<file path="src/rtl/vga_pkg.sv">
// Timing constants and shared types for the 1440x900 raster and the snake display.
package vga_pkg;

    localparam int CNT_W    = 11;
    localparam int COLOUR_W = 4;

    localparam int H_ACTIVE = 1440;
    localparam int H_FP     = 80;
    localparam int H_SYNC   = 152;
    localparam int H_BP     = 232;
    localparam int H_TOTAL  = H_ACTIVE + H_FP + H_SYNC + H_BP;

    localparam int V_ACTIVE = 900;
    localparam int V_FP     = 1;
    localparam int V_SYNC   = 3;
    localparam int V_BP     = 28;
    localparam int V_TOTAL  = V_ACTIVE + V_FP + V_SYNC + V_BP;

    localparam int HS_START = H_ACTIVE + H_FP;
    localparam int HS_END   = HS_START + H_SYNC;
    localparam int VS_START = V_ACTIVE + V_FP;
    localparam int VS_END   = VS_START + V_SYNC;

    localparam logic HS_POL = 1'b0;
    localparam logic VS_POL = 1'b1;

    localparam int PIPE_DLY = 1;

    // Playfield border shared with the draw controller.
    localparam int BORDER_LO   = 16;
    localparam int BORDER_HI_X = 1424;
    localparam int BORDER_HI_Y = 880;

    typedef struct packed {
        logic hs;
        logic vs;
        logic act;
    } ctrl_t;

    function automatic logic in_window(input logic [CNT_W-1:0] value,
                                       input int lo, input int hi);
        return (value >= CNT_W'(lo)) && (value < CNT_W'(hi));
    endfunction

endpackage

</file>
<file path="src/rtl/sig_delay.sv">
// Fixed-depth register delay line with an asynchronous active-low reset to RST_VAL.
module sig_delay #(
    parameter int               WIDTH   = 1,
    parameter int               DEPTH   = 1,
    parameter logic [WIDTH-1:0] RST_VAL = '0
) (
    input  logic             clk,
    input  logic             rst,
    input  logic [WIDTH-1:0] d,
    output logic [WIDTH-1:0] q
);

    logic [WIDTH-1:0] stage [DEPTH];

    always_ff @(posedge clk or negedge rst) begin
        if (!rst) begin
            for (int i = 0; i < DEPTH; i++) stage[i] <= RST_VAL;
        end else begin
            stage[0] <= d;
            for (int i = 1; i < DEPTH; i++) stage[i] <= stage[i-1];
        end
    end

    assign q = stage[DEPTH-1];

endmodule

</file>
<file path="src/rtl/vga_timing_out.sv">
// Raster counters, sync/blank decode and the pin output register, aligned to the draw controller latency.
module vga_timing_out
    import vga_pkg::*;
#(
    parameter int   H_ACT     = H_ACTIVE,
    parameter int   H_FRONT   = H_FP,
    parameter int   H_SW      = H_SYNC,
    parameter int   H_BACK    = H_BP,
    parameter int   V_ACT     = V_ACTIVE,
    parameter int   V_FRONT   = V_FP,
    parameter int   V_SW      = V_SYNC,
    parameter int   V_BACK    = V_BP,
    parameter logic HSYNC_POL = HS_POL,
    parameter logic VSYNC_POL = VS_POL,
    parameter int   DRAW_DLY  = PIPE_DLY
) (
    input  logic                clk,
    input  logic                rst,
    input  logic [COLOUR_W-1:0] draw_r,
    input  logic [COLOUR_W-1:0] draw_g,
    input  logic [COLOUR_W-1:0] draw_b,
    output logic [CNT_W-1:0]    curr_x,
    output logic [CNT_W-1:0]    curr_y,
    output logic [COLOUR_W-1:0] vga_r,
    output logic [COLOUR_W-1:0] vga_g,
    output logic [COLOUR_W-1:0] vga_b,
    output logic                vga_hs,
    output logic                vga_vs,
    output logic                frame_tick,
    output logic                active
);

    localparam int H_TOT   = H_ACT + H_FRONT + H_SW + H_BACK;
    localparam int V_TOT   = V_ACT + V_FRONT + V_SW + V_BACK;
    localparam int HS_BEG  = H_ACT + H_FRONT;
    localparam int VS_BEG  = V_ACT + V_FRONT;

    localparam logic [CNT_W-1:0] H_LAST  = CNT_W'(H_TOT - 1);
    localparam logic [CNT_W-1:0] V_LAST  = CNT_W'(V_TOT - 1);
    localparam logic [CNT_W-1:0] V_PRE_BLANK = CNT_W'(V_ACT - 1);

    localparam ctrl_t CTRL_IDLE = '{hs: ~HSYNC_POL, vs: ~VSYNC_POL, act: 1'b0};

    logic [CNT_W-1:0] hcnt;
    logic [CNT_W-1:0] vcnt;
    logic             h_wrap;
    logic             v_wrap;
    ctrl_t            ctrl_raw;
    ctrl_t            ctrl_dly;

    assign h_wrap = (hcnt == H_LAST);
    assign v_wrap = (vcnt == V_LAST);

    always_ff @(posedge clk or negedge rst) begin
        if (!rst) begin
            hcnt <= '0;
            vcnt <= '0;
        end else begin
            hcnt <= h_wrap ? '0 : hcnt + 1'b1;
            if (h_wrap) begin
                vcnt <= v_wrap ? '0 : vcnt + 1'b1;
            end
        end
    end

    // Registered one cycle early so the pulse coincides with counters at (0, V_ACT).
    always_ff @(posedge clk or negedge rst) begin
        if (!rst) begin
            frame_tick <= 1'b0;
        end else begin
            frame_tick <= h_wrap && (vcnt == V_PRE_BLANK);
        end
    end

    assign curr_x = hcnt;
    assign curr_y = vcnt;

    always_comb begin
        ctrl_raw     = CTRL_IDLE;
        ctrl_raw.act = (hcnt < CNT_W'(H_ACT)) && (vcnt < CNT_W'(V_ACT));
        ctrl_raw.hs  = in_window(hcnt, HS_BEG, HS_BEG + H_SW) ? HSYNC_POL : ~HSYNC_POL;
        ctrl_raw.vs  = in_window(vcnt, VS_BEG, VS_BEG + V_SW) ? VSYNC_POL : ~VSYNC_POL;
    end

    sig_delay #(
        .WIDTH   ($bits(ctrl_t)),
        .DEPTH   (DRAW_DLY),
        .RST_VAL (CTRL_IDLE)
    ) u_ctrl_delay (
        .clk (clk),
        .rst (rst),
        .d   (ctrl_raw),
        .q   (ctrl_dly)
    );

    // Colour and control meet here so every pin changes on the same edge.
    always_ff @(posedge clk or negedge rst) begin
        if (!rst) begin
            vga_r  <= '0;
            vga_g  <= '0;
            vga_b  <= '0;
            vga_hs <= ~HSYNC_POL;
            vga_vs <= ~VSYNC_POL;
            active <= 1'b0;
        end else begin
            vga_r  <= ctrl_dly.act ? draw_r : '0;
            vga_g  <= ctrl_dly.act ? draw_g : '0;
            vga_b  <= ctrl_dly.act ? draw_b : '0;
            vga_hs <= ctrl_dly.hs;
            vga_vs <= ctrl_dly.vs;
            active <= ctrl_dly.act;
        end
    end

endmodule

</file>
<file path="config.mk">
export PLATFORM = sky130hd
export DESIGN_NAME = vga_timing_out
export DESIGN_NICKNAME = d
export VERILOG_FILES = /design/src/rtl/vga_pkg.sv /design/src/rtl/sig_delay.sv /design/src/rtl/vga_timing_out.sv
export SDC_FILE = /design/constraint.sdc
export NUM_CORES = 1
export LEC_CHECK = 0
export ABC_AREA = 0
export BUFFER_PORTS_ARGS = -buffer_cell sky130_fd_sc_hd__buf_2
export CORE_AREA = 2 2 63 65
export DETAILED_ROUTE_END_ITERATION = 6
export DIE_AREA = 0 0 65 67
export PLACE_DENSITY = 0.78
export REMOVE_ABC_BUFFERS = 1
export SYNTH_ARGS = -nofsm -noshare
export SYNTH_HDL_FRONTEND = slang
export SYNTH_SLANG_ARGS = --single-unit
export TNS_END_PERCENT = 100
</file>
<file path="constraint.sdc">
create_clock -name clk -period 3.9 [get_ports clk]
set_clock_uncertainty 0.1 [all_clocks]
set_input_delay 0.195 -clock clk [delete_from_list [all_inputs] [get_ports clk]]
set_output_delay 0.195 -clock clk [all_outputs]
set_load 0.05 [all_outputs]
</file>
==> results of run 1 <==
==> power by group through the flow <==
stage,registers [mW],logic (mW),clock network (mW)
final,0.432,0.0494,0.357
after global routing,0.433,0.0536,0.390
after CTS,0.432,0.0505,0.364
after detailed placement,0.441,0.0488,0
after global placement,0.440,0.0484,0
after floorplan,0.464,0.00418,0
==> layout make-up <==
class	count	area, um2
well taps	48	60.1
clock inverters	2	37.5
inverters	6	22.5
fillers	322	1410
multi-input cells	109	687
repair buffers	53	275
flip-flops and latches	41	1030
clock buffers	6	82.6
==> synthesized netlist by cell type (2+ instances only) <==
cell type,n
a211oi_1,2
a21oi_1,5
and2_1,12
buf_2,3
dfrtp_1,39
dfstp_2,2
ha_1,3
inv_1,6
nand2_1,11
nand3_1,7
nand3b_1,2
nand4_1,6
nor2_1,15
nor3_1,7
o21ai_0,6
o21ai_1,2
o31ai_1,2
or4_1,3
xnor2_1,7
xor2_1,4
==> registers in the layout (all words and copies together) (netlist names) <==
register / cells
active: 1
curr_x: 11
curr_y: 11
frame_tick: 1
u_ctrl_delay.q: 3
vga_b: 4
vga_g: 4
vga_hs: 1
vga_r: 4
vga_vs: 1
==> layer usage <==
metal  track usage, %  wire length [um]  up-vias
li1                 -                 -      670
met5                0                 0        -
met1             22.7              1540      644
met3             5.07               270        7
met2             29.5              1590       51
met4             8.78                65        0
==> path summary, 6_finish.rpt <==
| check | depth (start not counted) | endpoint | from | slack, ps |
|---|---|---|---|---|
| max | 5 | curr_y[9]$_DFFE_PN0N_ | curr_x[0]$_DFF_PN0_ | 2050 |
| min | 2 | vga_b[2]$_DFF_PN0_ | draw_b[2] | 10 |
| max reg2reg | 5 | curr_y[9]$_DFFE_PN0N_ | curr_x[0]$_DFF_PN0_ | 2050 |
| min reg2reg | 0 | vga_vs$_DFF_PN0_ | u_ctrl_delay.q[1]$_DFF_PN0_ | 250 |
| max in group asynchronous | 2 | curr_x[9]$_DFF_PN0_ | rst | 2690 |
| min in group asynchronous | 2 | vga_b[1]$_DFF_PN0_ | rst | 460 |
==> through the flow <==
step	setup WS, ps	std cells	hold WS [ps]	cell area, um2
2_1_floorplan	1830	156	-201	1740
3_3_place_gp	2110	255	234	2050
3_5_place_dp	2080	255	237	2050
4_1_cts	2060	265	3.03	2190
5_1_grt	1900	265	1.73	2190
6_report	2050	265	11.0	2190
==> kinds of logic after synthesis <==
group | count (synthesis)
simple gates | 73
flops | 41
compound gates | 21
xor+xnor | 11
buf+inv | 10
fa+ha+maj | 3
mux | 1
==> flow_summary.ini, run 1 <==
[pwr]
clkPwrFrac_pct = 42.6
ir_drop_v = 0.000198
cellPowerDensity_nw_per_um2 = 382
p_int_mw = 0.652
power_frac_seq_pct = 51.6
leakage_nw = 1.06
power_switching_share_pct = 22.2
pwr-share-comb_pct = 5.9
switchingPower_mw = 0.186
power.total_mw = 0.838

[critical_path]
critPathTopFamily = simple AND/OR/NAND/NOR gates
worst_path_max_delay_cell = or4_1
cp_num_buf_inv = 0
critical_path.endpoint_type = register
critPathKind = reg2reg
critPathRequiredTime_ps = 4040
max_stage_delay_ps = 520
crit_path_max_fanout = 9
critPathLaunchType = register
crit_chain = ha_1, and4b_2, nand3_4, or4_1, nand3_1
worst-endpoint-arrival_ps = 1980

[sta]
finalSetupViolCount = 0
finalCriticalPeriod_ps = 1850
grt_setup_unrepaired = false
slew_headroom_pct = 40.8
finalHoldViolations = 0
finalCritPeriodShare_pct = 47.3
slew_violations = 0
fmax_ghz = 0.542
tightest_slew_ps = 888
tns_ps = 0

[synth]
synth-xor-area-share_pct = 5.48
synth_area_leaders = dfrtp_1 (56%), and2_1 (4.3%), xnor2_1 (3.5%), nor2_1 (3.2%), dfstp_2 (3.0%)
synth.avg_cell_area_um2 = 11.0
synthCells = 160
yosysTopAreaCell = dfrtp_1
yosys_warnings = 0
muxShareOfSynthArea_pct = 0.570
async_flop_share_pct = 100
ys.flop_type = dfrtp_1
synth-seq-area-share_pct = 58.5
syn_area_um2 = 1760
yosys.area_share.adder_pct = 2.14
synth_seq_cells = 41
synth_edf_count = 0
yosys.area_share.simple_pct = 23.8
synth_top_family_by_area = simple AND/OR/NAND/NOR gates
synth_compound_area_share_pct = 7.12
synth_top_area_share_pct = 55.6
yosysUniqueCellTypes = 36

[die]
dieArea_um2 = 4360
die_h_um = 67
die-width_um = 65
rows = 22
core_um2 = 3610
ios = 52
start_util_pct = 48.7

[grt]
grt_pass1_vias = 1320
antenna_found_initial = 0
grt_overflow = 0
grt_max_degree = 42
grt_pass1_wl_um = 5940
grt_usage_pct = 18.3

[final_layout]
antenna_cells = 0
area_growth_pct = 24.9
nNetsFinal = 233
drive_above_1_share_pct = 31.3
layout_commonest_cell = buf_2
finalCoreUtilization_pct = 60.8
mostFrequentLayoutCells = buf_2 (51), dfrtp_1 (39), nor2_1 (15), and2_1 (12), nand2_1 (11)

[cts]
clk_latency_ps = 300
post_cts_resized = 0
postCtsHoldBufs = 2
htreeDepth = 2
postCtsSetupBuffers = 0
clk_path_buf_depth = 2
cts_root_buffer = clkbuf_8
cts_tree = built
numCtsBuffers = 5
clock-sinks = 41
path_clk_slew_ps = 80

[placed_design]
place_hpwl_um = 2450
port_buffers = 51
place_congestion = 0.803

[routing]
drt-wirelength-per-cell_um = 13.1
drc_errors = 0
first_pass_iters = 4
ant_nets = 0
vias = 1372
drt_iter0_markers = 48
vias_per_cell = 5.18
routed_wl_um = 3470

[run]
drv_cap = 0

[worst_hold_path]
hold_path.class = in2reg

[outcome]
status = finished, final reports clean
No activity file was read; power rests on OpenSTA's default activity.
==> run 2: changes to the inputs <==
==> constraint.sdc (replaced) <==
create_clock -name clk -period 1.8 [get_ports clk]
set_clock_uncertainty 0.1 [all_clocks]
set_input_delay 0.09 -clock clk [delete_from_list [all_inputs] [get_ports clk]]
set_output_delay 0.09 -clock clk [all_outputs]
set_load 0.05 [all_outputs]
==> run 2 against run 1 <==
Compared with the run above: global-route usage up 1.0 points; worst hold slack improved by 250 ps; first-iteration DRC count increased by 110%; final area rose by 9.6%; critical path depth stayed put; die area unchanged; core utilization increased by 5.9 points; sequential power rose by 120%; register-to-register slack lost 2000 ps; sequential share of layout area is 4.1 points lower; critical path type unchanged.
==> flow_summary.ini, run 2 (synthesized netlist as in run 1, its figures left out) <==
[outcome]
status = finished, final reports clean

[final_layout]
finalCoreUtilization_pct = 66.7
area_growth_pct = 36.9
drive_above_1_share_pct = 34.2
fillCellCount = 281
mostFrequentLayoutCells = buf_2 (51), dfrtp_1 (39), nor2_1 (15), dlygate4sd3_1 (13)
layout_commonest_cell = buf_2
antenna_cells = 0
nNetsFinal = 256

[grt]
grt_overflow = 0
grt_usage_pct = 19.3
antenna_found_initial = 0
grt_pass1_vias = 1396
grt_pass1_wl_um = 6350
grt_max_degree = 42

[routing]
routed_wl_um = 3730
drc_errors = 0
drt-wirelength-per-cell_um = 12.9
ant_nets = 0
first_pass_iters = 4
vias = 1469
drt_iter0_markers = 103
vias_per_cell = 5.10

[sta]
slew_headroom_pct = 66.9
grt_setup_unrepaired = false
tightest_slew_ps = 496
finalCriticalPeriod_ps = 1710
finalHoldViolations = 0
fmax_ghz = 0.586
slew_violations = 0
finalWorstSetupSlack_ps = 93.9
finalCritPeriodShare_pct = 94.8
finalSetupViolCount = 0

[cts]
cts_tree = built
clk_latency_ps = 290
path_clk_slew_ps = 80
numCtsBuffers = 5
cts_root_buffer = clkbuf_8
clk_path_buf_depth = 2
htreeDepth = 2
clock-sinks = 41

[pwr]
cellPowerDensity_nw_per_um2 = 756
leakage_nw = 1.16
ir_drop_v = 0.000383

[die]
die_h_um = 67
die-width_um = 65
core_um2 = 3610
ios = 52
rows = 22
dieArea_um2 = 4360
start_util_pct = 48.7

[critical_path]
critPathLaunchType = register
crit_path_max_fanout = 6
worst-endpoint-arrival_ps = 1830
critical_path.endpoint_type = register
critPathKind = reg2reg
critPathRequiredTime_ps = 1930

[run]
drv_cap = 0

[placed_design]
place_hpwl_um = 2530
port_buffers = 51
place_congestion = 0.828
post-place-ws_ps = 77.9

[worst_hold_path]
hold_path.class = reg2reg
-- run 2: cell type report --
class	instances	area [um2]	area share [%]
clock inverter	2	37.5	1.56
clock buffer	6	82.6	3.43
inverter	6	22.5	0.937
sequential	41	1030	42.8
multi-input combinational	109	698	29.0
timing repair buffer	76	475	19.8
tap	48	60.1	2.50
-- run 2: worst max-delay path, cell delays in order (launching register included) --
cell,delay [ps]
dfrtp_1,370
ha_1,170
and4b_2,280
nand3_4,110
or4_1,530
nand3_1,100
-- run 2: worst paths after layout --
path	start	end	slack, ps	cells after the start
max	curr_x[1]$_DFF_PN0_	curr_y[9]$_DFFE_PN0N_	90	5
min	u_ctrl_delay.q[1]$_DFF_PN0_	vga_vs$_DFF_PN0_	260	0
max reg2reg	curr_x[1]$_DFF_PN0_	curr_y[9]$_DFFE_PN0N_	90	5
min reg2reg	u_ctrl_delay.q[1]$_DFF_PN0_	vga_vs$_DFF_PN0_	260	0
max in group asynchronous	rst	vga_hs$_DFF_PN1_	950	3
min in group asynchronous	rst	vga_b[1]$_DFF_PN0_	280	3
-- run 2: per-layer routing --
metal | up-vias | global-route usage, % | share of wire [%]
met4 | 0 | 6.65 | 0.97
met2 | 63 | 32.1 | 47
met3 | 4 | 5.07 | 8.5
met1 | 685 | 24.5 | 44
met5 | - | 0 | 0
li1 | 717 | - | -
-- run 2: where the power goes --
group | internal, mW | switching, mW | total [mW]
sequential | 0.934 | 0.00250 | 0.936
combinational | 0.0457 | 0.0821 | 0.128
clock | 0.451 | 0.304 | 0.755
total | 1.43 | 0.389 | 1.82
-- run 2: metrics by stage --
step	instance area, um2	hold slack, ps	cells	TNS [ps]	total power, mW
2_1_floorplan	1740	-306	156	-1850	1.02
3_3_place_gp	2140	75.8	266	0	1.06
3_5_place_dp	2140	76.4	266	0	1.06
4_1_cts	2390	263	287	0	1.85
5_1_grt	2400	254	288	0	1.90
6_report	2400	257	288	0	1.82
-- run 2: what timing repair did --
item,CTS,global route
resized for setup,0,2
hold endpoints to repair,51,0
buffers inserted,0,1
endpoints found under the setup margin,0,4
hold buffers,13,0
==> run 3: changes to the inputs <==
--- a/config.mk
+++ b/config.mk
@@ -7,10 +7,11 @@
 export LEC_CHECK = 0
 export ABC_AREA = 0
 export BUFFER_PORTS_ARGS = -buffer_cell sky130_fd_sc_hd__buf_2
-export CORE_AREA = 2 2 63 65
+export CORE_AREA = 8 8 69 71
 export DETAILED_ROUTE_END_ITERATION = 6
-export DIE_AREA = 0 0 65 67
+export DIE_AREA = 0 0 77 79
 export PLACE_DENSITY = 0.78
+export RECOVER_POWER = 100
 export REMOVE_ABC_BUFFERS = 1
 export SYNTH_ARGS = -nofsm -noshare
 export SYNTH_HDL_FRONTEND = slang
==> run 3 against run 2 <==
Compared with the run above: first-iteration DRC count decreased by 32%; register-to-register slack got worse by 50 ps; cell count increased by 1.7%; maximum frequency decreased by 2.7%; setup slack got worse by 47 ps; global-route usage decreased by 4.4 points; die area increased by 40%; largest cell class unchanged; critical path depth unchanged; sequential power about the same.
==> flow_summary.ini, run 3 (synthesized netlist as in run 1, its figures left out) <==
[outcome]
status = finished, final reports clean

[worst_hold_path]
hold_path.class = reg2reg
min_from = u_ctrl_delay.q[1]$_DFF_PN0_
min_to = vga_vs$_DFF_PN0_
holdPathStages = 0

[critical_path]
worst-endpoint-arrival_ps = 1870
r2r_start = curr_x[1]$_DFF_PN0_
critPathRequiredTime_ps = 1920
rr_endpoint = curr_y[7]$_DFFE_PN0N_
critical_path.endpoint_type = register
ff2ff_path_depth = 5
critPathLaunchType = register
critPathKind = reg2reg
crit_path_max_fanout = 6
r2r_slack_ps = 50

[die]
rows = 23
dieArea_um2 = 6080
core_um2 = 3800
ios = 52
die_h_um = 79
start_util_pct = 46.2
die-width_um = 77

[final_layout]
layout_commonest_cell = clkbuf_1
drive_above_1_share_pct = 18.1
mostFrequentLayoutCells = clkbuf_1 (40), dfrtp_1 (39), nor2_1 (15), dlygate4sd3_1 (13), buf_2 (13)
stdcell_count = 293
area_growth_pct = 32.7
nNetsFinal = 259
fillCellCount = 356
antenna_cells = 0

[cts]
cts_tree = built
clk_latency_ps = 290
clock-sinks = 41
path_clk_slew_ps = 80
clk_path_buf_depth = 2
htreeDepth = 2
numCtsBuffers = 5
cts_root_buffer = clkbuf_8

[sta]
tightest_slew_ps = 1000
finalCritPeriodShare_pct = 97.4
grt_setup_unrepaired = false
finalHoldViolations = 0
finalSetupViolCount = 0
fmax_ghz = 0.570
slew_headroom_pct = 33.2
slew_violations = 0
finalCriticalPeriod_ps = 1750

[grt]
grt_usage_pct = 14.9
grt_max_degree = 42
antenna_found_initial = 0
grt_pass1_vias = 1570
grt_pass1_wl_um = 7370
grt_overflow = 0

[pwr]
cellPowerDensity_nw_per_um2 = 704
leakage_nw = 1.02
power.total_mw = 1.64
ir_drop_v = 0.000319

[placed_design]
place_congestion = 0.875
port_buffers = 51
place_hpwl_um = 3050
dp.cells = 272

[routing]
vias = 1473
drt-wirelength-per-cell_um = 14.9
first_pass_iters = 4
routed_wl_um = 4360
drt_iter0_markers = 70
vias_per_cell = 5.03
ant_nets = 0
drc_errors = 0

[run]
drv_cap = 0
[run 3: cell count changes in the layout (fill, tap and decap cells not counted), moves of 2 or more]
cell / previous run / this run
and2_1: 12 / 5
clkbuf_2: 0 / 2
and2_0: 0 / 7
buf_2: 51 / 13
clkinv_2: 0 / 2
clkbuf_1: 0 / 40
[run 3: report_power, final]
| part | switching, mW | total [mW] | internal (mW) | leakage (nW) |
|---|---|---|---|---|
| Clock | 0.312 | 0.580 | 0.267 | 0.0439 |
| Sequential | 0.00359 | 0.938 | 0.934 | 0.513 |
| Combinational | 0.0844 | 0.125 | 0.0402 | 0.465 |
| Total | 0.400 | 1.64 | 1.24 | 1.02 |
[run 3: how the worst max path moves through the flow]
stage / from / end / slack (ps) / depth (start not counted)
6_report: curr_x[1]$_DFF_PN0_ / curr_y[7]$_DFFE_PN0N_ / 50 / 5
5_1_grt: curr_x[1]$_DFF_PN0_ / curr_y[7]$_DFFE_PN0N_ / 5 / 5
4_1_cts: curr_x[1]$_DFF_PN0_ / curr_y[7]$_DFFE_PN0N_ / 40 / 5
3_5_place_dp: curr_x[1]$_DFF_PN0_ / curr_x[10]$_DFF_PN0_ / 80 / 6
3_3_place_gp: curr_x[1]$_DFF_PN0_ / curr_y[9]$_DFFE_PN0N_ / 150 / 5
2_1_floorplan: curr_x[0]$_DFF_PN0_ / curr_y[9]$_DFFE_PN0N_ / -270 / 5
[run 3: timing repair]
item	in CTS	in global routing
endpoints found under the setup margin	0	1
gates resized for setup	0	1
hold endpoints to repair	51	0
hold buffers	13	0
buffers inserted	0	0
[run 3: area by class of cell]
| type | count | area (um2) | area share (%) |
|---|---|---|---|
| inverters | 6 | 22.5 | 0.966 |
| well taps | 50 | 62.6 | 2.68 |
| repair buffers | 79 | 438 | 18.8 |
| multi-input cells | 109 | 693 | 29.7 |
| flip-flops and latches | 41 | 1030 | 44.1 |
| clock buffers | 5 | 68.8 | 2.95 |
| clock inverters | 3 | 17.5 | 0.751 |
[run 3: metrics by stage]
stage / area (um2) / utilization (%) / hold slack (ps) / setup WS, ps / setup TNS [ps]
global placement: 2170 / 57.1 / 71.6 / 148 / 0
detailed placement: 2170 / 57.1 / 77.3 / 78.4 / 0
CTS: 2380 / 62.8 / 255 / 37.2 / 0
global route: 2330 / 61.4 / 265 / 4.53 / 0
floorplan: 1740 / - / -306 / -267 / -1850
finish: 2330 / 61.4 / 253 / 46.7 / 0
[run 3: routing by layer]
layer	vias to the layer above	share of wire (%)	GRT usage, %
li1	720	-	-
met1	695	44	17.0
met2	50	48	25.0
met3	8	6.8	5.42
met4	0	1.7	6.23
met5	-	0	0
[run 3: critical path: stages, from the launching register on]
cell,delay [ps]
dfrtp_1,400
ha_1,180
and4b_2,280
nand3_4,110
or4_1,510
o21ai_1,100
